**src/rtl/lsu_aligner.sv**
```systemverilog
// Load/store alignment unit between execute and the data bus: byte-enabled bus beats,
// optional two-beat splitting of cross-word accesses, and sign/zero extension of loads.
module lsu_aligner #(
  parameter int XLEN        = 32,
  parameter int ADDR_W      = 32,
  parameter bit MISALIGN_EN = 1'b1
) (
  input  logic              clk,
  input  logic              arst_n,
  input  logic              req_valid_i,
  output logic              req_ready_o,
  input  logic              req_we_i,
  input  logic [2:0]        req_funct3_i,
  input  logic [ADDR_W-1:0] req_addr_i,
  input  logic [XLEN-1:0]   req_wdata_i,
  input  logic [4:0]        req_rd_i,
  output logic              bus_valid_o,
  input  logic              bus_ready_i,
  output logic              bus_we_o,
  output logic [ADDR_W-1:0] bus_addr_o,
  output logic [XLEN/8-1:0] bus_be_o,
  output logic [XLEN-1:0]   bus_wdata_o,
  input  logic              bus_rvalid_i,
  input  logic [XLEN-1:0]   bus_rdata_i,
  output logic              wb_valid_o,
  output logic [4:0]        wb_rd_o,
  output logic [XLEN-1:0]   wb_data_o,
  output logic              done_o,
  output logic              fault_o,
  output logic [2:0]        dbg_state_o
);

  localparam int W     = XLEN / 8;
  localparam int OFF_W = $clog2(W);

  typedef enum logic [2:0] {
    S_IDLE, S_ISSUE0, S_WAIT0, S_ISSUE1, S_WAIT1, S_DONE, S_FAULT
  } state_t;

  // Handshakes: a bus beat transfers on a clk edge where bus_valid_o & bus_ready_i;
  // the command fields only change on that edge. A request is taken on req_valid_i & req_ready_o.

  state_t             r_state;
  logic               r_we;
  logic [2:0]         r_f3;
  logic [4:0]         r_rd;
  logic [OFF_W-1:0]   r_off;
  logic               r_split;
  logic [ADDR_W-1:0]  r_addr1;
  logic [W-1:0]       r_be1;
  logic [XLEN-1:0]    r_wdata1;
  logic [XLEN-1:0]    r_rdata0;

  logic [1:0]         w_sz;
  logic [OFF_W-1:0]   w_off;
  logic [4:0]         w_end;
  logic               w_split;
  logic [2:0]         w_lowmask;
  logic               w_misaligned;
  logic               w_legal;
  logic               w_fault;
  logic [2*W-1:0]     w_mask;
  logic [2*W-1:0]     w_be2;
  logic [2*XLEN-1:0]  w_wdata2;
  logic [ADDR_W-1:0]  w_base;
  logic [XLEN-1:0]    w_rd_lo;
  logic [XLEN-1:0]    w_rd_hi;
  logic [2*XLEN-1:0]  w_pair;
  logic [XLEN-1:0]    w_wb_data;

  assign dbg_state_o = r_state;
  assign req_ready_o = (r_state == S_IDLE);

  assign w_sz         = req_funct3_i[1:0];
  assign w_off        = req_addr_i[OFF_W-1:0];
  assign w_end        = 5'(w_off) + (5'd1 << w_sz);
  assign w_split      = w_end > 5'(W);
  assign w_lowmask    = 3'((4'd1 << w_sz) - 4'd1);
  assign w_misaligned = |(req_addr_i[2:0] & w_lowmask);
  assign w_fault      = !w_legal || (!MISALIGN_EN && w_misaligned);
  assign w_base       = req_addr_i & ~ADDR_W'(W - 1);

  always_comb begin
    w_legal = 1'b0;
    if (req_we_i) begin
      w_legal = !req_funct3_i[2] && ((w_sz != 2'd3) || (XLEN == 64));
    end else begin
      case (req_funct3_i)
        3'd0, 3'd1, 3'd2, 3'd4, 3'd5: w_legal = 1'b1;
        3'd3, 3'd6:                   w_legal = (XLEN == 64);
        default:                      w_legal = 1'b0;
      endcase
    end
  end

  always_comb begin
    w_mask = '0;
    case (w_sz)
      2'd0:    w_mask = (2*W)'(8'h01);
      2'd1:    w_mask = (2*W)'(8'h03);
      2'd2:    w_mask = (2*W)'(8'h0F);
      default: w_mask = (2*W)'(8'hFF);
    endcase
  end

  // Shift across a double-width window; the upper half is the second beat.
  assign w_be2    = w_mask << w_off;
  assign w_wdata2 = {{XLEN{1'b0}}, req_wdata_i} << {w_off, 3'b000};

  assign w_rd_lo   = (r_state == S_WAIT1) ? r_rdata0 : bus_rdata_i;
  assign w_rd_hi   = (r_state == S_WAIT1) ? bus_rdata_i : '0;
  assign w_pair    = {w_rd_hi, w_rd_lo} >> {r_off, 3'b000};
  assign w_wb_data = extend(w_pair[XLEN-1:0], r_f3);

  function automatic logic [XLEN-1:0] extend(input logic [XLEN-1:0] v, input logic [2:0] f3);
    case (f3[1:0])
      2'd0:    extend = f3[2] ? XLEN'(v[7:0])  : XLEN'(signed'(v[7:0]));
      2'd1:    extend = f3[2] ? XLEN'(v[15:0]) : XLEN'(signed'(v[15:0]));
      2'd2:    extend = f3[2] ? XLEN'(v[31:0]) : XLEN'(signed'(v[31:0]));
      default: extend = v;
    endcase
  endfunction

  always_ff @(posedge clk) begin
    if (!arst_n) begin
      r_state     <= S_IDLE;
      bus_valid_o <= 1'b0;
      bus_we_o    <= 1'b0;
      bus_addr_o  <= '0;
      bus_be_o    <= '0;
      bus_wdata_o <= '0;
      wb_valid_o  <= 1'b0;
      wb_rd_o     <= '0;
      wb_data_o   <= '0;
      done_o      <= 1'b0;
      fault_o     <= 1'b0;
      r_we        <= 1'b0;
      r_f3        <= '0;
      r_rd        <= '0;
      r_off       <= '0;
      r_split     <= 1'b0;
      r_addr1     <= '0;
      r_be1       <= '0;
      r_wdata1    <= '0;
      r_rdata0    <= '0;
    end else begin
      done_o     <= 1'b0;
      fault_o    <= 1'b0;
      wb_valid_o <= 1'b0;
      case (r_state)
        S_IDLE: begin
          if (req_valid_i) begin
            r_we     <= req_we_i;
            r_f3     <= req_funct3_i;
            r_rd     <= req_rd_i;
            r_off    <= w_off;
            r_split  <= w_split;
            r_addr1  <= w_base + ADDR_W'(W);
            r_be1    <= w_be2[2*W-1:W];
            r_wdata1 <= w_wdata2[2*XLEN-1:XLEN];
            if (w_fault) begin
              r_state <= S_FAULT;
              fault_o <= 1'b1;
              done_o  <= 1'b1;
            end else begin
              r_state     <= S_ISSUE0;
              bus_valid_o <= 1'b1;
              bus_we_o    <= req_we_i;
              bus_addr_o  <= w_base;
              bus_be_o    <= w_be2[W-1:0];
              bus_wdata_o <= w_wdata2[XLEN-1:0];
            end
          end
        end
        S_ISSUE0: begin
          if (bus_ready_i) begin
            if (r_we && r_split) begin
              r_state     <= S_ISSUE1;
              bus_addr_o  <= r_addr1;
              bus_be_o    <= r_be1;
              bus_wdata_o <= r_wdata1;
            end else begin
              bus_valid_o <= 1'b0;
              if (r_we) begin
                r_state <= S_DONE;
                done_o  <= 1'b1;
              end else begin
                r_state <= S_WAIT0;
              end
            end
          end
        end
        S_WAIT0: begin
          if (bus_rvalid_i) begin
            r_rdata0 <= bus_rdata_i;
            if (r_split) begin
              r_state     <= S_ISSUE1;
              bus_valid_o <= 1'b1;
              bus_addr_o  <= r_addr1;
              bus_be_o    <= r_be1;
            end else begin
              r_state    <= S_DONE;
              done_o     <= 1'b1;
              wb_valid_o <= 1'b1;
              wb_rd_o    <= r_rd;
              wb_data_o  <= w_wb_data;
            end
          end
        end
        S_ISSUE1: begin
          if (bus_ready_i) begin
            bus_valid_o <= 1'b0;
            if (r_we) begin
              r_state <= S_DONE;
              done_o  <= 1'b1;
            end else begin
              r_state <= S_WAIT1;
            end
          end
        end
        S_WAIT1: begin
          if (bus_rvalid_i) begin
            r_state    <= S_DONE;
            done_o     <= 1'b1;
            wb_valid_o <= 1'b1;
            wb_rd_o    <= r_rd;
            wb_data_o  <= w_wb_data;
          end
        end
        default: r_state <= S_IDLE;
      endcase
    end
  end

endmodule

```
**config.mk**
```make
export PLATFORM = sky130hd
export DESIGN_NAME = lsu_aligner
export DESIGN_NICKNAME = d
export VERILOG_FILES = /design/src/rtl/lsu_aligner.sv
export SDC_FILE = /design/constraint.sdc
export NUM_CORES = 1
export LEC_CHECK = 0
export CORE_ASPECT_RATIO = 0.9
export CORE_MARGIN = 2
export CORE_UTILIZATION = 52
export DETAILED_ROUTE_END_ITERATION = 7
export GPL_TIMING_DRIVEN = 1
export PLACE_DENSITY = 0.84
export SLEW_MARGIN = 30
export SYNTH_ARGS = -nofsm -noshare
export SYNTH_HDL_FRONTEND = slang
export SYNTH_SLANG_ARGS = --single-unit
```
**constraint.sdc**
```tcl
create_clock -name clk -period 3.26 [get_ports clk]
set_clock_uncertainty 0.1 [all_clocks]
set_input_delay 0.326 -clock clk [delete_from_list [all_inputs] [get_ports clk]]
set_output_delay 0.326 -clock clk [all_outputs]
set_load 0.02 [all_outputs]
```
# --- After elaboration in Yosys (flattened, before gate mapping) ---
# Cells that the tools add are included.
word_totals:
  register_bits: 225
  in_bits: 110
  output_inout_bits: 114
  wordCells: 135
classes:
  add_sub_neg: 2
  magnitude_cmp: 1
  n_eq_ne: 22
  shifts: 4
  n_mux: 65
  n_reduce_logical: 21
op_table:
  columns: ["operator", "count"]
  rows:
  - ["two-way mux 32 bit", 17]
  - ["one-hot mux 32 bit (2 select lines)", 3]
  - ["one-hot mux 32 bit (3 select lines)", 1]
  - ["<< shifter 32 x 5 -> 64 bit", 1]
  - ["right shift 64 x 5 -> 32 bit", 1]
  - ["adder 32 x 3 -> 32 bit, second input constant", 1]
  - ["two-way mux 3 bit", 9]
  - ["two-way mux 4 bit", 6]
  - ["one-hot mux 8 bit (3 select lines)", 1]
  - ["!= test 2 bit, second input constant", 10]
  - ["two-way mux 1 bit", 19]
  - ["two-way mux 5 bit", 3]
  - ["one-hot mux 3 bit (5 select lines)", 1]
  - ["one-hot mux 4 bit (3 select lines)", 1]
  - ["one-hot mux 5 bit (2 select lines)", 1]
  - ["AND reduction 5 bit", 2]
  - ["== test 3 x 2 -> 1 bit, second input constant", 3]
  - ["== test 3 bit, second input constant", 3]
  - ["AND reduction 8 bit", 1]
  - ["<< shifter 8 x 2 -> 8 bit", 1]
  - ["AND reduction 7 bit", 1]
  - ["== test 3 x 1 -> 1 bit, second input constant", 2]
  - ["zero test 3 bit", 2]
  - ["AND reduction 2 bit", 3]
  - ["18 further kinds", 22]

# --- Longest topological paths before layout ---
# Gate-level depths: netlist of run 1.
depth:
  word_depth: 8
  ltp_mapped: 9
  depth_no_buf: 6

# --- Worst setup path after synthesis of run 1 ---
# OpenSTA, ideal clock, no wires.
synth_path:
  path_kind: "register -> register"
  start: "register r_state[2] (netlist: dbg_state_o[2])"
  end: "register bus_we_o"
  arrival_time_ns: 2.213
  path_slack_ns: 0.820
  stages_incl_launch_ff: 9
  path_buffers: 3
  path_cell_list: "dfxtp_1 clkbuf_1 nor3_1 and2_1 clkbuf_1 buf_2 nand3_1 mux2i_1 nor2_1"
synth_via:
  elab_chain_len: 2
synth_rtl:
  columns: ["element", "line", "rtl"]
  rows:
  - ["start, declared", "43", "state_t r_state;"]
  - ["start signal, assigned", "126", "r_state <= S_IDLE;"]
  - ["start signal, assigned", "162", "r_state <= S_FAULT;"]
  - ["start signal, assigned", "166", "r_state <= S_ISSUE0;"]
  - ["zero test 3 bit", null, null]
  - ["net req_ready_o", "11", "output logic req_ready_o,"]
  - ["AND reduction 3 bit (no line)", null, null]
  - ["end signal, assigned", "168", "bus_we_o <= req_we_i;"]
  - ["end, declared", "19", "output logic bus_we_o,"]
# The timed path passes the listed nets, and every way through them passes these cells.
# A chain may end at the register's enable or synchronous reset.

# --- Worst setup path in the final report of run 1 ---
layout_path:
  start: "register r_state[2] (netlist: dbg_state_o[2])"
  end: "register wb_data_o[24]"
layout_via:
  elab_chain_len: 8
  word_cells_on_any_way: 17
  cone_classes: "eq/ne (5); shift (1); mux (9); reduce/logical (2)"
layout_rtl:
  columns: ["element", "line", "rtl"]
  rows:
  - ["== test 3 bit", "110, 111, 150", null]
  - ["two-way mux 32 bit, on equally long branches", "110, 111", null]
  - ["right shift 64 x 5 -> 32 bit", "112", "assign w_pair = {w_rd_hi, w_rd_lo} >> {r_off, 3'b000};"]
  - ["two-way mux 32 bit, on equally long branches", "118, 117", null]
  - ["one-hot mux 32 bit (2 select lines)", "116", "case (f3[1:0])"]
  - ["two-way mux 32 bit", "196", "if (r_split) begin"]
  - ["two-way mux 32 bit", "194", "if (bus_rvalid_i) begin"]
  - ["one-hot mux 32 bit (2 select lines)", "150", "case (r_state)"]
  - ["end signal, assigned", "206", "wb_data_o <= w_wb_data;"]
  - ["end signal, assigned", "227", "wb_data_o <= w_wb_data;"]
  - ["end, declared", "27", "output logic [XLEN-1:0] wb_data_o,"]
# Several ways; a longest one is shown, not always the timed one. The select of a mux whose other input is x is not followed.

==> summary.txt, run 1 <==
Run status
  • Status: completed

Synthesis
  • FF+latch count, synth: 213
  • Register area share after synthesis: 40.6%
  • Post-synth EDFFs: 0
  • Avg Cell Area, Syn: 7.95 um^2
  • Async set or reset register ratio after synthesis: 0%
  • Syn Inst Count: 1,319
  • Post-synth top flop: dfxtp_1
  • Mapped Area: 0.0105 mm^2
  • Library cells used by synthesis: 65
  • Yosys warns: 0

Floorplanning
  • I/O pins: 224
  • Core footprint: 0.0199 mm^2
  • Die H: 139 um
  • Die area: 0.0213 mm^2
  • Die X: 154 um
  • FP Rows: 49
  • Initial Util: 52.8%

Final layout
  • Most common cell after layout, fill and taps aside: nand2_1
  • Final net count: 1,594
  • Post-route insts no fill: 1,751
  • Fraction of layout cells with a size suffix above 1: 8.42%
  • Synth-to-layout area growth: 30.5%
  • Antenna Cells: 0
  • Most frequent cells in the layout: nand2_1, clkdlybuf4s50_1, dfxtp_1

Placement
  • Input/output buffers: 221
  • Placed cells: 1,711
  • Post-DP HPWL: 21,800 um
  • RD Place Congestion: 0.953

Flow run
  • Max-cap violations: 0

Timing
  • Final Hold Viols: 0
  • Tmin final: 2.71 ns
  • RSZ-0062 raised after global routing: no
  • Final period utilization: 83.0%
  • Relative slew slack: 43.0%
  • Slew Limit Fails: 0
  • Worst Tran Pin Value: 0.854 ns
  • Max Fclk: 370 MHz
  • Final TNS setup: 0 ns
  • Final setup vio count: 0

Detailed routing
  • Routed via count: 10,743
  • Final Routed Wirelength: 33,100 um
  • Antenna Violating Nets Remaining: 0
  • Vias per inst: 6.14
  • DRT iter0 DRCs: 1,155
  • DRT Pass-1 Iters: 7
  • Residual DRC: 0
  • Routed len/inst: 18.9 um

Pwr
  • Maximum vdd drop: 0.559 mV
  • Leakage: 4.82 nW
  • Power per Cell Area: 875 mW/mm^2

Clocking
  • Clk sinks: 213
  • CTS Buffer Depth: 3
  • # Post-CTS Setup Buffers: 0
  • H-tree depth: 1
  • # resized after CTS: 0
  • Hold buffers post-CTS: 0
  • Worst skew pair latency: 0.51 ns
  • Clk pin slew, worst setup/hold paths: 0.06 ns
  • TritonCTS clock tree: built
  • Total CTS buffers: 23
  • Clk root buf: clkbuf_16

Min path
  • Hold Crit Depth: 3
  • Min-delay worst type: input port to flip-flop

Worst setup path
  • Worst-path maximum fanout: 23
  • Worst reg-to-reg path cell count: 7
  • WS Path Type: flip-flop to flip-flop
  • Req. time, crit path: 3.54 ns
  • Worst Path Arrival: 2.98 ns
  • Crit path capture type: flip-flop
  • CP startpoint kind: flip-flop

Global route
  • Initial antenna violation count: 0
  • Total track usage: 29.8%
  • First-pass GRT wire length: 52,900 um
  • Grt total ovfl: 0
  • Vias in the first global route: 9,949
  • Largest net degree at the start of global routing: 69
==> final cells by class <==
type	instances	area [um^2]
fillers	1596	6180
multi-input cells	973	5730
flip-flops and latches	213	4270
repair buffers	259	2550
clock buffers	31	656
well taps	255	319
clock inverters	9	125
inverters	11	43.8
==> sequential cells by signal, indices dropped and copies added, names as in the netlist, 2 cells and up <==
| signal | count |
|---|---|
| bus_addr_o | 30 |
| bus_be_o | 4 |
| bus_wdata_o | 32 |
| dbg_state_o | 3 |
| r_addr1 | 30 |
| r_be1 | 4 |
| r_f3 | 3 |
| r_off | 2 |
| r_rd | 5 |
| r_rdata0 | 32 |
| r_wdata1 | 24 |
| wb_data_o | 32 |
| wb_rd_o | 5 |
==> cell usage after synthesis, types with 8 or more instances <==
library cell | number | share of area, %
nand2_1 | 232 | 8.3
nand3_1 | 49 | 2.3
dfxtp_1 | 213 | 41
nor2b_1 | 14 | 0.83
o21ai_0 | 77 | 3.7
o211ai_1 | 19 | 1.4
o2111ai_1 | 8 | 0.67
nor2_1 | 113 | 4.0
a21oi_1 | 142 | 6.8
buf_2 | 17 | 0.81
a211oi_1 | 33 | 2.4
a221oi_1 | 15 | 1.3
nor3_1 | 56 | 2.7
xor2_1 | 8 | 0.67
mux4_2 | 8 | 1.7
inv_1 | 8 | 0.29
xnor2_1 | 21 | 1.8
mux2_2 | 23 | 2.5
mux2i_1 | 44 | 4.2
a311oi_1 | 39 | 3.3
clkbuf_1 | 97 | 3.5
==> critical path, stage by stage, from the launching register on <==
cell	delay, ns
dfxtp_2	0.63
nor3b_4	0.32
buf_4	0.29
mux2_2	0.38
a31o_1	0.25
o41ai_4	0.22
buf_4	0.28
nor3_1	0.09
==> per-layer routing <==
metal,GRT usage [%],vias to the layer above,share of wire (%)
met5,0,-,0
met1,41.1,5038,42
met3,7.19,77,10
met4,8.74,0,2.6
li1,-,5027,-
met2,46.6,601,46
==> logic make-up (layout without fill, tap and decap cells) <==
logic type | after synthesis | in the layout | synth area share (%)
AO/OA/AOI/OAI | 359 | 359 | 21.6
XOR/XNOR | 29 | 29 | 2.42
adder cells (fa/ha/maj) | 3 | 3 | 0.429
buffers and inverters | 134 | 310 | 5.21
flip-flops | 213 | 213 | 40.6
multiplexers | 77 | 77 | 8.60
other | 1 | 2 | 0.0357
AND/OR/NAND/NOR | 503 | 503 | 21.1
==> through the flow <==
step           hold WS (ns)  area [um^2]  power, mW  worst slack (ns)  util [%]
3_5_place_dp          0.346        12900       9.17             0.533      65.0
6_report              0.272        13700       12.0             0.555      68.9
4_1_cts               0.263        13700       11.9             0.603      68.9
5_1_grt               0.287        13700       12.6             0.426      68.9
2_1_floorplan         0.322        10500       7.05             0.820         -
3_3_place_gp          0.338        12900       9.06             0.485      64.9
==> path summary, 6_finish.rpt <==
check | start | endpoint | slack [ns]
max | dbg_state_o[2]$_SDFFE_PN0P_ | wb_data_o[24]$_SDFFE_PN0P_ | 0.55
min | req_rd_i[4] | r_rd[4]$_SDFFE_PN0P_ | 0.27
max reg2reg | dbg_state_o[2]$_SDFFE_PN0P_ | wb_data_o[24]$_SDFFE_PN0P_ | 0.55
min reg2reg | r_wdata1[18]$_SDFFE_PN0P_ | r_wdata1[18]$_SDFFE_PN0P_ | 0.35
==> power by group <==
part | switching, mW | total, mW | leakage [nW] | internal, mW
clock | 1.09 | 2.74 | 0.381 | 1.64
combinational | 3.22 | 5.39 | 2.69 | 2.17
sequential | 0.500 | 3.84 | 1.74 | 3.34
total | 4.82 | 12.0 | 4.82 | 7.16
Power figures use the tool's default switching activity.
==> run 2, diff against run 1 <==
- CORE_UTILIZATION: 52 -> 47
- PLACE_DENSITY: 0.84 -> 0.81
- clock period: 3.26 -> 2.2 ns (I/O delays scaled with it)
==> run 2 against run 1 <==
  * The run now ends with negative setup slack left
  * Global-route usage fell by 1.7 points
  * Cell count rose by 8.1%
  * Routed wire length is 6.9% higher
  * Sequential share of layout area fell by 2.5 points
  * Power increased by 58%
  * Critical path depth up 2
  * Sequential power rose by 48%
  * Final area increased by 9.0%
  * First-iteration DRC count up 3.2%
  * Die area is 10% higher
  * Sequential cell count unchanged
==> summary.txt, run 2 (synthesis gave the netlist of run 1 again) <==
Worst setup path
  • Most common cell on crit path: buf_4
  • Crit path buffers/inverters: 6
  • Worst Path Arrival: 2.54 ns
  • Req. time, crit path: 2.49 ns
  • Slowest library cell on the worst path: dfxtp_4
  • CP startpoint kind: flip-flop
  • Crit path cell chain: buf_4 > inv_2 > a2111oi_4 > buf_4 > buf_4 > a211oi_4 > buf_4 > clkbuf_16 > a311oi_1
  • Top Family by Delay on Critical Path: buffers and inverters
  • Slowest stage delay, CP: 0.42 ns
  • WS Path Type: flip-flop to flip-flop
  • Worst-path maximum fanout: 21
  • Crit path capture type: flip-flop

Timing
  • Max Fclk: 443 MHz
  • Relative slew slack: 44.7%
  • Final period utilization: 103%
  • Worst Tran Pin Value: 0.828 ns
  • Slew Limit Fails: 0
  • RSZ-0062 raised after global routing: yes
  • Final setup vio count: 3
  • Post-route setup slack: -0.0562 ns
  • Final TNS setup: -0.0972 ns
  • Tmin final: 2.26 ns
  • Min Hold Slack: 0.163 ns
  • Final Hold Viols: 0

Clocking
  • Worst skew pair latency: 0.51 ns
  • Clk pin slew, worst setup/hold paths: 0.06 ns
  • CTS Buffer Depth: 3
  • Total CTS buffers: 23
  • TritonCTS clock tree: built
  • Clk root buf: clkbuf_16
  • Clk sinks: 213
  • H-tree depth: 1

Pwr
  • Power per Cell Area: 1270 mW/mm^2
  • Maximum vdd drop: 0.758 mV
  • Leakage: 5.43 nW
  • Combinational Power Share: 49.6%
  • Share of power burned in registers: 30.1%
  • Switching Fraction: 39.8%
  • Pint: 11.4 mW
  • Switching power: 7.51 mW
  • Clock group share of total power: 20.3%

Final layout
  • Synth-to-layout area growth: 42.2%
  • Largest registers: bus_wdata_o x32, r_rdata0 x32, wb_data_o x32
  • Post-route insts no fill: 1,893
  • Fraction of layout cells with a size suffix above 1: 16.3%
  • FF+latch area: 0.00427 mm^2
  • Final Cell Area: 0.0149 mm^2
  • Most frequent cells in the layout: nand2_1, clkdlybuf4s50_1, dfxtp_1
  • Most common cell after layout, fill and taps aside: nand2_1
  • Filler instances: 1,662
  • Final net count: 1,699
  • Multi-input gate area: 0.00589 mm^2

Floorplanning
  • I/O pins: 224
  • Core footprint: 0.0218 mm^2
  • Die X: 161 um
  • FP Rows: 51
  • Die H: 146 um
  • Die area: 0.0235 mm^2
  • Initial Util: 48.2%

Placement
  • Post-DP HPWL: 23,500 um
  • Input/output buffers: 221
  • Placed cells: 1,835
  • Area after DPL: 0.0138 mm^2
  • Pre-CTS WS: -0.317 ns
  • RD Place Congestion: 0.917

Detailed routing
  • Routed len/inst: 18.7 um
  • Final Routed Wirelength: 35,400 um
  • Routed via count: 11,101
  • DRT Pass-1 Iters: 6
  • Residual DRC: 0
  • DRT iter0 DRCs: 1,192
  • Vias per inst: 5.86
  • Antenna Violating Nets Remaining: 0

Run status
  • Status: finished, violations left
  • Failing checks: negative setup slack

Global route
  • Largest net degree at the start of global routing: 116
  • First-pass GRT wire length: 54,700 um
  • Grt total ovfl: 0
  • Vias in the first global route: 10,278
  • Initial antenna violation count: 1
  • Total track usage: 28.1%

Flow run
  • Max-cap violations: 0

Min path
  • Min-delay worst type: input port to flip-flop
[run 2: cell types whose count changed in the layout (fill, tap and decap cells not counted), sizes merged]
cell           previous run  this run
clkinvlp                  2         1
inv                      10        11
bufinv                    3         0
diode                     0         1
buf                      39       140
clkinv                    5         4
clkbuf                   31        38
dlygate4sd3               0         1
dlygate4sd2               0         2
clkdlybuf4s50           220       218
[run 2: path summary, 6_finish.rpt]
check | from | end | slack, ns | cells after the start
max reg2reg | dbg_state_o[0]$_SDFFE_PN0P_ | bus_addr_o[15]$_SDFFE_PN0P_ | -0.06 | 9
min reg2reg | r_wdata1[12]$_SDFFE_PN0P_ | r_wdata1[12]$_SDFFE_PN0P_ | 0.35 | 2
min | req_rd_i[0] | r_rd[0]$_SDFFE_PN0P_ | 0.16 | 3
max | dbg_state_o[0]$_SDFFE_PN0P_ | bus_addr_o[15]$_SDFFE_PN0P_ | -0.06 | 9
[run 2: cell type report]
type / count / share of cell area (%)
tap: 291 / 2.44
antenna: 1 / 0.0168
multi-input combinational: 973 / 39.5
inverter: 11 / 0.294
clock inverter: 5 / 0.210
sequential: 213 / 28.6
timing repair buffer: 364 / 24.1
clock buffer: 35 / 4.83
[run 2: repair_timing]
action	in CTS	in global routing
resized for setup	12	31
endpoints found under the setup margin	87	86
cloned	0	3
hold buffers	1	0
pin swaps	1	3
endpoints found under the hold margin	1	0
setup buffers	2	11
[run 2: metal layers]
layer / GRT usage (%) / part of all wire, % / up-vias
li1: - / - / 5226
met1: 38.7 / 42 / 5216
met2: 44.3 / 45 / 575
met3: 5.96 / 9.4 / 84
met4: 8.48 / 2.9 / 0
met5: 0 / 0 / -
[run 2: power by group through the flow]
stage / Clock, mW / Combinational [mW] / Sequential [mW]
global placement: 0 / 8.49 / 5.69
detailed placement: 0 / 8.65 / 5.71
global route: 4.07 / 10.0 / 5.79
finish: 3.84 / 9.37 / 5.68
floorplan: 0 / 4.12 / 6.36
CTS: 3.88 / 8.74 / 5.64
[run 2: worst register-to-register path: stages, from the launching register on]
cell and delay, ns:
dfxtp_4 0.42, buf_4 0.17, inv_2 0.06, a2111oi_4 0.32
buf_4 0.18, buf_4 0.12, a211oi_4 0.05, buf_4 0.18
clkbuf_16 0.19, a311oi_1 0.34
[run 2: metrics by stage]
stage	total power, mW	util, %
6_report	18.9	68.6
5_1_grt	19.9	68.5
4_1_cts	18.3	67.1
3_5_place_dp	14.4	63.4
3_3_place_gp	14.2	63.2
2_1_floorplan	10.5	-
